## config.mk

```make
export PLATFORM = sky130hd
export DESIGN_NAME = nx_fifo_wr_arb
export DESIGN_NICKNAME = d
export VERILOG_FILES = /design/src/rtl/nx_fifo_arb_pkg.sv /design/src/rtl/nx_rr_pick.sv /design/src/rtl/nx_fifo_wr_arb.sv
export SDC_FILE = /design/constraint.sdc
export NUM_CORES = 1
export LEC_CHECK = 0
export BUFFER_PORTS_ARGS = -buffer_cell sky130_fd_sc_hd__buf_2
export CAP_MARGIN = 10
export CORE_AREA = 2 2 171 173
export DETAILED_ROUTE_END_ITERATION = 10
export DIE_AREA = 0 0 173 175
export GPL_ROUTABILITY_DRIVEN = 0
export HOLD_SLACK_MARGIN = 0.15
export SYNTH_ARGS = -nofsm -noshare
export SYNTH_HDL_FRONTEND = slang
export SYNTH_SLANG_ARGS = --single-unit
```

## constraint.sdc

```tcl
create_clock -name clk -period 2.8 [get_ports clk]
set_input_delay 0.56 -clock clk [delete_from_list [all_inputs] [get_ports clk]]
set_output_delay 0.56 -clock clk [all_outputs]
set_load 0.1 [all_outputs]
```

## src/rtl/nx_fifo_arb_pkg.sv

```systemverilog
// Shared types and constants for the FIFO write-side arbiter and its
// future read-side siblings.
package nx_fifo_arb_pkg;

    typedef enum logic [0:0] {
        IDLE = 1'b0,
        LOCK = 1'b1
    } arb_state_t;

    // One registered write may still be in flight when a beat is accepted.
    localparam int SLOT_AVAIL_MIN = 2;

endpackage

```

## src/rtl/nx_rr_pick.sv

```systemverilog
// Combinational round-robin picker: first set bit of req searching upward
// from ptr+1, wrapping at N-1.
module nx_rr_pick #(
    parameter int N  = 4,
    parameter int IW = (N > 1) ? $clog2(N) : 1
) (
    input  logic [N-1:0]  req,
    input  logic [IW-1:0] ptr,
    output logic          hit,
    output logic [IW-1:0] idx
);

    logic [IW-1:0] cand;

    always_comb begin
        hit  = 1'b0;
        idx  = '0;
        cand = ptr;
        for (int k = 0; k < N; k++) begin
            cand = (cand == IW'(N - 1)) ? '0 : cand + 1'b1;
            if (!hit && req[cand]) begin
                hit = 1'b1;
                idx = cand;
            end
        end
    end

endmodule

```

## src/rtl/nx_fifo_wr_arb.sv

```systemverilog
// Packet-locking round-robin arbiter that feeds the write port of the
// shared 1r1w RAM FIFO.
//
//   state | meaning
//   IDLE  | no owner; round-robin pick, no beats accepted (one-cycle bubble)
//   LOCK  | grant_id owns the FIFO until its eop beat is accepted or flush
module nx_fifo_wr_arb
    import nx_fifo_arb_pkg::*;
#(
    parameter  int N_REQ  = 4,
    parameter  int WIDTH  = 83,
    parameter  int SLOT_W = 8,
    localparam int ID_W   = (N_REQ > 1) ? $clog2(N_REQ) : 1
) (
    input  logic                   clk,
    input  logic                   rst,
    input  logic [N_REQ-1:0]       req_valid,
    input  logic [N_REQ*WIDTH-1:0] req_data,
    input  logic [N_REQ-1:0]       req_eop,
    output logic [N_REQ-1:0]       req_ready,
    output logic                   fifo_wen,
    output logic [WIDTH-1:0]       fifo_wdata,
    input  logic [SLOT_W-1:0]      fifo_free_slots,
    input  logic                   fifo_overflow,
    input  logic                   flush,
    output logic [ID_W-1:0]        grant_id,
    output logic                   busy,
    output logic                   err_overflow
);

    arb_state_t state, state_nxt;
    logic [ID_W-1:0]  rr_ptr;
    logic             pick_hit;
    logic [ID_W-1:0]  pick_idx;
    logic             slot_avail;
    logic             accept;
    logic             owner_eop;
    logic [WIDTH-1:0] owner_data;

    nx_rr_pick #(
        .N  (N_REQ),
        .IW (ID_W)
    ) u_rr_pick (
        .req (req_valid),
        .ptr (rr_ptr),
        .hit (pick_hit),
        .idx (pick_idx)
    );

    assign slot_avail = (fifo_free_slots >= SLOT_W'(SLOT_AVAIL_MIN)) ||
                        ((fifo_free_slots == SLOT_W'(1)) && !fifo_wen);
    assign owner_eop  = req_eop[grant_id];
    assign owner_data = req_data[int'(grant_id)*WIDTH +: WIDTH];
    assign busy       = (state == LOCK);

    always_ff @(posedge clk) begin
        if (rst) begin
            state <= IDLE;
        end else begin
            state <= state_nxt;
        end
    end

    always_comb begin
        state_nxt = state;
        unique case (state)
            IDLE: if (!flush && pick_hit) state_nxt = LOCK;
            LOCK: if (flush || (accept && owner_eop)) state_nxt = IDLE;
            default: state_nxt = IDLE;
        endcase
    end

    // Gating with rst keeps a handshake from completing on a dropped beat.
    always_comb begin
        req_ready = '0;
        accept    = 1'b0;
        if ((state == LOCK) && !flush && !rst && slot_avail) begin
            req_ready[grant_id] = 1'b1;
            accept              = req_valid[grant_id];
        end
    end

    always_ff @(posedge clk) begin
        if (rst) begin
            rr_ptr       <= ID_W'(N_REQ - 1);
            grant_id     <= '0;
            fifo_wen     <= 1'b0;
            fifo_wdata   <= '0;
            err_overflow <= 1'b0;
        end else begin
            fifo_wen <= accept;
            if (accept) begin
                fifo_wdata <= owner_data;
            end
            if (fifo_overflow) begin
                err_overflow <= 1'b1;
            end
            if ((state == IDLE) && !flush && pick_hit) begin
                grant_id <= pick_idx;
            end
            if (accept && owner_eop) begin
                rr_ptr <= grant_id;
            end
        end
    end

endmodule
```

---- Word-level counts from Yosys, hierarchy flattened ----
Index checks and enable logic that the tools add are counted.
cells by class
  add/sub/neg operators ................... 4
  reduce and logical (&&, ||, !) cells .... 20
  bitwise operators ....................... 1
  $lt $le $gt $ge ......................... 7
  multiplexer cells ....................... 31
  equality and inequality tests ........... 5
  shifts and indexed selects .............. 1
  $mul .................................... 1
operator list
  operator                                                           number
  indexed part select 332 x 10 -> 83 bit                             1
  two-way mux 2 bit                                                  8
  < comparator 2 x 3 -> 1 bit, second input constant                 5
  two-way mux 1 bit                                                  14
  binary-select mux 1 bit (select 2 bit)                             6
  logical AND 1 bit                                                  12
  multiplier 2 x 7 -> 9 bit, second input constant                   1
  adder 2 x 1 -> 2 bit, second input constant                        4
  == test 2 bit, second input constant                               4
  == test 8 x 1 -> 1 bit, second input constant                      1
  greater-or-equal comparator 8 x 2 -> 1 bit, second input constant  1
  logical NOT 1 bit                                                  6
  two-way mux 4 bit                                                  1
  demux 1 bit (select 2 bit)                                         1
  greater-or-equal comparator 2 x 1 -> 1 bit, second input constant  1
  logical OR 1 bit                                                   2
  case mux 1 bit (2 select lines)                                    1
  inverter 1 bit                                                     1
word-level totals
  flip-flop bits (word level) ............. 90
  input bits .............................. 352

---- Depth between registers and ports, before layout ----
  word-level depth ........................ 17
  depth in mapped cells ................... 6
  mapped depth without buffers ............ 5

---- Hierarchy ----
A second synthesis with hierarchy kept.
unflattened totals
  cells, all modules ...................... 424
  area, all modules ....................... 5883.1 um^2
by module, submodules not included
  module          seq. area each (um^2)  area each (um^2)  cells an instance  instances
  nx_fifo_wr_arb  1801.7                 5775.5            410                1
  nx_rr_pick      0.0                    107.6             14                 1

---- Least setup slack after synthesis ----
No wires, ideal clock.
  kind .................................... flip-flop to output port
  start point ............................. reg state (netlist: busy)
  end point ............................... out req_ready[0]
  path buffers ............................ 0
  setup slack ............................. -1.405 ns
  data arrival time ....................... 3.645 ns
  cell stages (with the launch flop) ...... 4
  path through ............................ dfxtp_1 > or3b_1 > a31o_1 > nor3_1
between the ends
  longest elaborated chain between the ends .. 4
ends and longest elaborated chain
  item                            RTL line              text
  from (decl)                     nx_fifo_wr_arb.sv:31  arb_state_t state, state_nxt;
  from (signal assigned)          nx_fifo_wr_arb.sv:60  state <= state_nxt;
  logical AND 1 bit (3 in a row)  nx_fifo_wr_arb.sv:77  if ((state == LOCK) && !flush && !rst && slot_avail) begin
  two-way mux 4 bit               nx_fifo_wr_arb.sv:77
  to (decl)                       nx_fifo_wr_arb.sv:20  output logic [N_REQ-1:0] req_ready,
Every way passes these cells.

---- Final worst setup path ----
  start point ............................. reg state (netlist: busy)
  end point ............................... out req_ready[1]
The elaborated chain is that of the path after synthesis.

==> metrics.txt <==
DRT Pass-1 Iters=4; Worst Path Required=2.24 ns; final global-route overflow total=0; DRT iter0 DRCs=299; clk slew on worst S/H paths=0.07 ns; commonest cells after routing, fill and taps aside=buf_2, dfxtp_1, nand3_1; # DRC=0; RSZ-0062 raised after global routing=false; Clock Latency Late Sink=roughly 0.35 ns; CTS root buffer=clkbuf_16; Die W=173 microns; crit path max fanout=4; Setup WS post-layout=0.399 ns; CTS tree=yes; clock buffer depth=2; #FFs+latches synth=90; Reg power frac=36.5%; post-DR wirelength/cell=about 17 microns; Int Power=0.00245 W; Worst-Margin Slew=0.806 ns; Max VDD drop=265 uV; area of the multi-input gates=3560 sq um; Clock power frac=between 30% and 40%; Core ar.=28400 sq um; CTS sink count=90; Worst Clk Skew=0.0114 ns; routed vias=6040; Worst path max stage delay=0.41 ns; Die H=175 microns; period utilisation layout=85.8%; HPWL after detailed placement=17600 microns; reported net switching power=roughly 0.0013 W; post-layout util=30.2%; synthesis-to-layout area growth=52.9%; syn_area_per_cell=about 11 sq um; Comb pwr share=between 30% and 40%; layout cells sized above 1=59.9%; Nets=around 1.3k; Worst Path Buf+Inv=1; Synth Warn #=0; Reg2Reg Setup Slack=0.55 ns; Starting Density=19.7%; # IOs=444; H-tree Lvls=3; max cap viols=0; PostCTS Resize Cnt=0; Final Hold Vio Count=0; Vias/cell=4.56; Synth area leader=mux4_2; Distinct cells, synth=30; syn nets=879; final WL=22600 microns; post-synth top area share=33.8%; switch share=33.9%; hold crit path type=in2reg; Pwr Total=0.00371 W; pin count of the biggest net entering global routing=92; Place WS=between 0.2 and 0.3 ns; # Post-CTS Setup Buffers=0; # hold bufs at CTS=0; dominant cells by area after synthesis=mux4_2, dfxtp_1, nand2b_1; Pleak=between 3 and 4 nW; number of CTS-inserted buffers=9; vias in the first global route=6017; cell count after synthesis=526; input/output buffers=~440; commonest non-fill, non-tap cell in the layout=buf_2; initial antenna violation count=2; die footprint=30300 sq um; Min-Delay Startpoint=fifo_overflow; P per Cell Area=433 nW/um^2; # fillers=3020; DRT antenna net count=0; gr usage total=14.4%; CP Class=reg2out; worst path cell trace=or3b_1 -> a31oi_4 -> nand2_1 -> nor2_4 -> buf_12; Setup Viol. Count Final=0; Slew Limit Headroom=46.3%; mapped cell area=roughly 5600 sq um; sequential element share of the synthesized area=32.1%; Final TNS setup=0 ns; Max Clk Rate=~0.42 GHz; Reg area=1810 sq um; Crit. End Element=output pin; Final min period=2.40 ns; # rows=62; Critical Path Source=busy; Critical Path Start Type=register; pins over their slew limit=0; CP arrival=1.84 ns; first-pass GRT wire length=34100 microns; worst r2r src=busy; Worst path slowest cell=or3b_1; status=finished clean; CP delay by family, top=simple AND/OR/NAND/NOR gates
-- tightest hold or removal path, cell delays in order --
cell    delay [ns]
buf_2         0.08
nor2_1        0.03
nor2_1        0.06
-- through the flow --
stage          instance area (sq um)  hold slack (ns)  std cells
6_report                        8570            0.414       1324
5_1_grt                         8570            0.411       1324
4_1_cts                         8570            0.393       1322
3_5_place_dp                    8280            0.452       1306
3_3_place_gp                    8280            0.449       1306
2_1_floorplan                   5650            0.491        526
-- cell usage after synthesis --
| master | instances |
|---|---|
| dfxtp_1 | 90 |
| nand3_1 | 86 |
| mux4_2 | 84 |
| nand2b_1 | 84 |
| o21ai_1 | 83 |
| clkbuf_1 | 26 |
| buf_2 | 21 |
| nor2_1 | 10 |
| buf_6 | 7 |
| nor3_1 | 5 |
| a21oi_1 | 4 |
| buf_1 | 3 |
| nand2_1 | 3 |
| a31o_1 | 2 |
| inv_1 | 2 |
| o211ai_1 | 2 |
| a311o_1 | 1 |
| a311oi_1 | 1 |
| a31oi_1 | 1 |
| and2_1 | 1 |
| and3_1 | 1 |
| ha_1 | 1 |
| mux2i_1 | 1 |
| nand3b_1 | 1 |
| nor4_1 | 1 |
| o221ai_1 | 1 |
| o31ai_1 | 1 |
| o41ai_1 | 1 |
| or3_1 | 1 |
| or3b_1 | 1 |
-- layer usage --
| metal | wire [microns] | track usage [%] | vias to the layer above |
|---|---|---|---|
| met3 | 1500 | 3.13 | 19 |
| met1 | 9820 | 19.1 | 2934 |
| li1 | - | - | 2809 |
| met5 | 0 | 0 | - |
| met2 | 10900 | 23.7 | 278 |
| met4 | 337 | 3.85 | 0 |
-- logic make-up (layout without fill, tap and decap cells) --
group / count (synthesis) / in the layout / synth area share [%]
fa+ha+maj: 1 / 1 / 0.223
simple gates: 194 / 194 / 19.1
other cells: 0 / 2 / 0
mux: 85 / 85 / 33.9
buf+inv: 59 / 471 / 5.36
compound gates: 97 / 97 / 9.24
flops: 90 / 90 / 32.1
-- flip-flops by register name (all words and copies together), names as in the netlist --
name          count
fifo_wdata       83
grant_id          2
rr_ptr            2
busy              1
err_overflow      1
fifo_wen          1
-- final timing paths --
check,to,cells past startpoint
setup / recovery,req_ready[1],5
hold / removal,err_overflow,3
setup reg to reg,fifo_wdata[60],6
hold reg to reg,fifo_wdata[65],2
-- power by group through the flow --
stage / Sequential (W) / Combinational [W] / Clock, W
floorplan: 0.00168 / 0.000441 / 0
global placement: 0.00138 / 0.00113 / 0
detailed placement: 0.00138 / 0.00114 / 0
CTS: 0.00135 / 0.00114 / 0.00129
global route: 0.00136 / 0.00120 / 0.00132
finish: 0.00135 / 0.00113 / 0.00122
-- final cells by class --
cell class / instances / area share [%]
Multi-Input combinational cell: 377 / 41.5
Antenna cell: 2 / 0.0584
Sequential cell: 90 / 21.2
Timing Repair Buffer: 453 / 28.2
Tap cell: 384 / 5.61
Clock buffer: 11 / 2.95
Inverter: 2 / 0.0876
Clock inverter: 5 / 0.438
No activity file was read; power rests on OpenSTA's default activity.
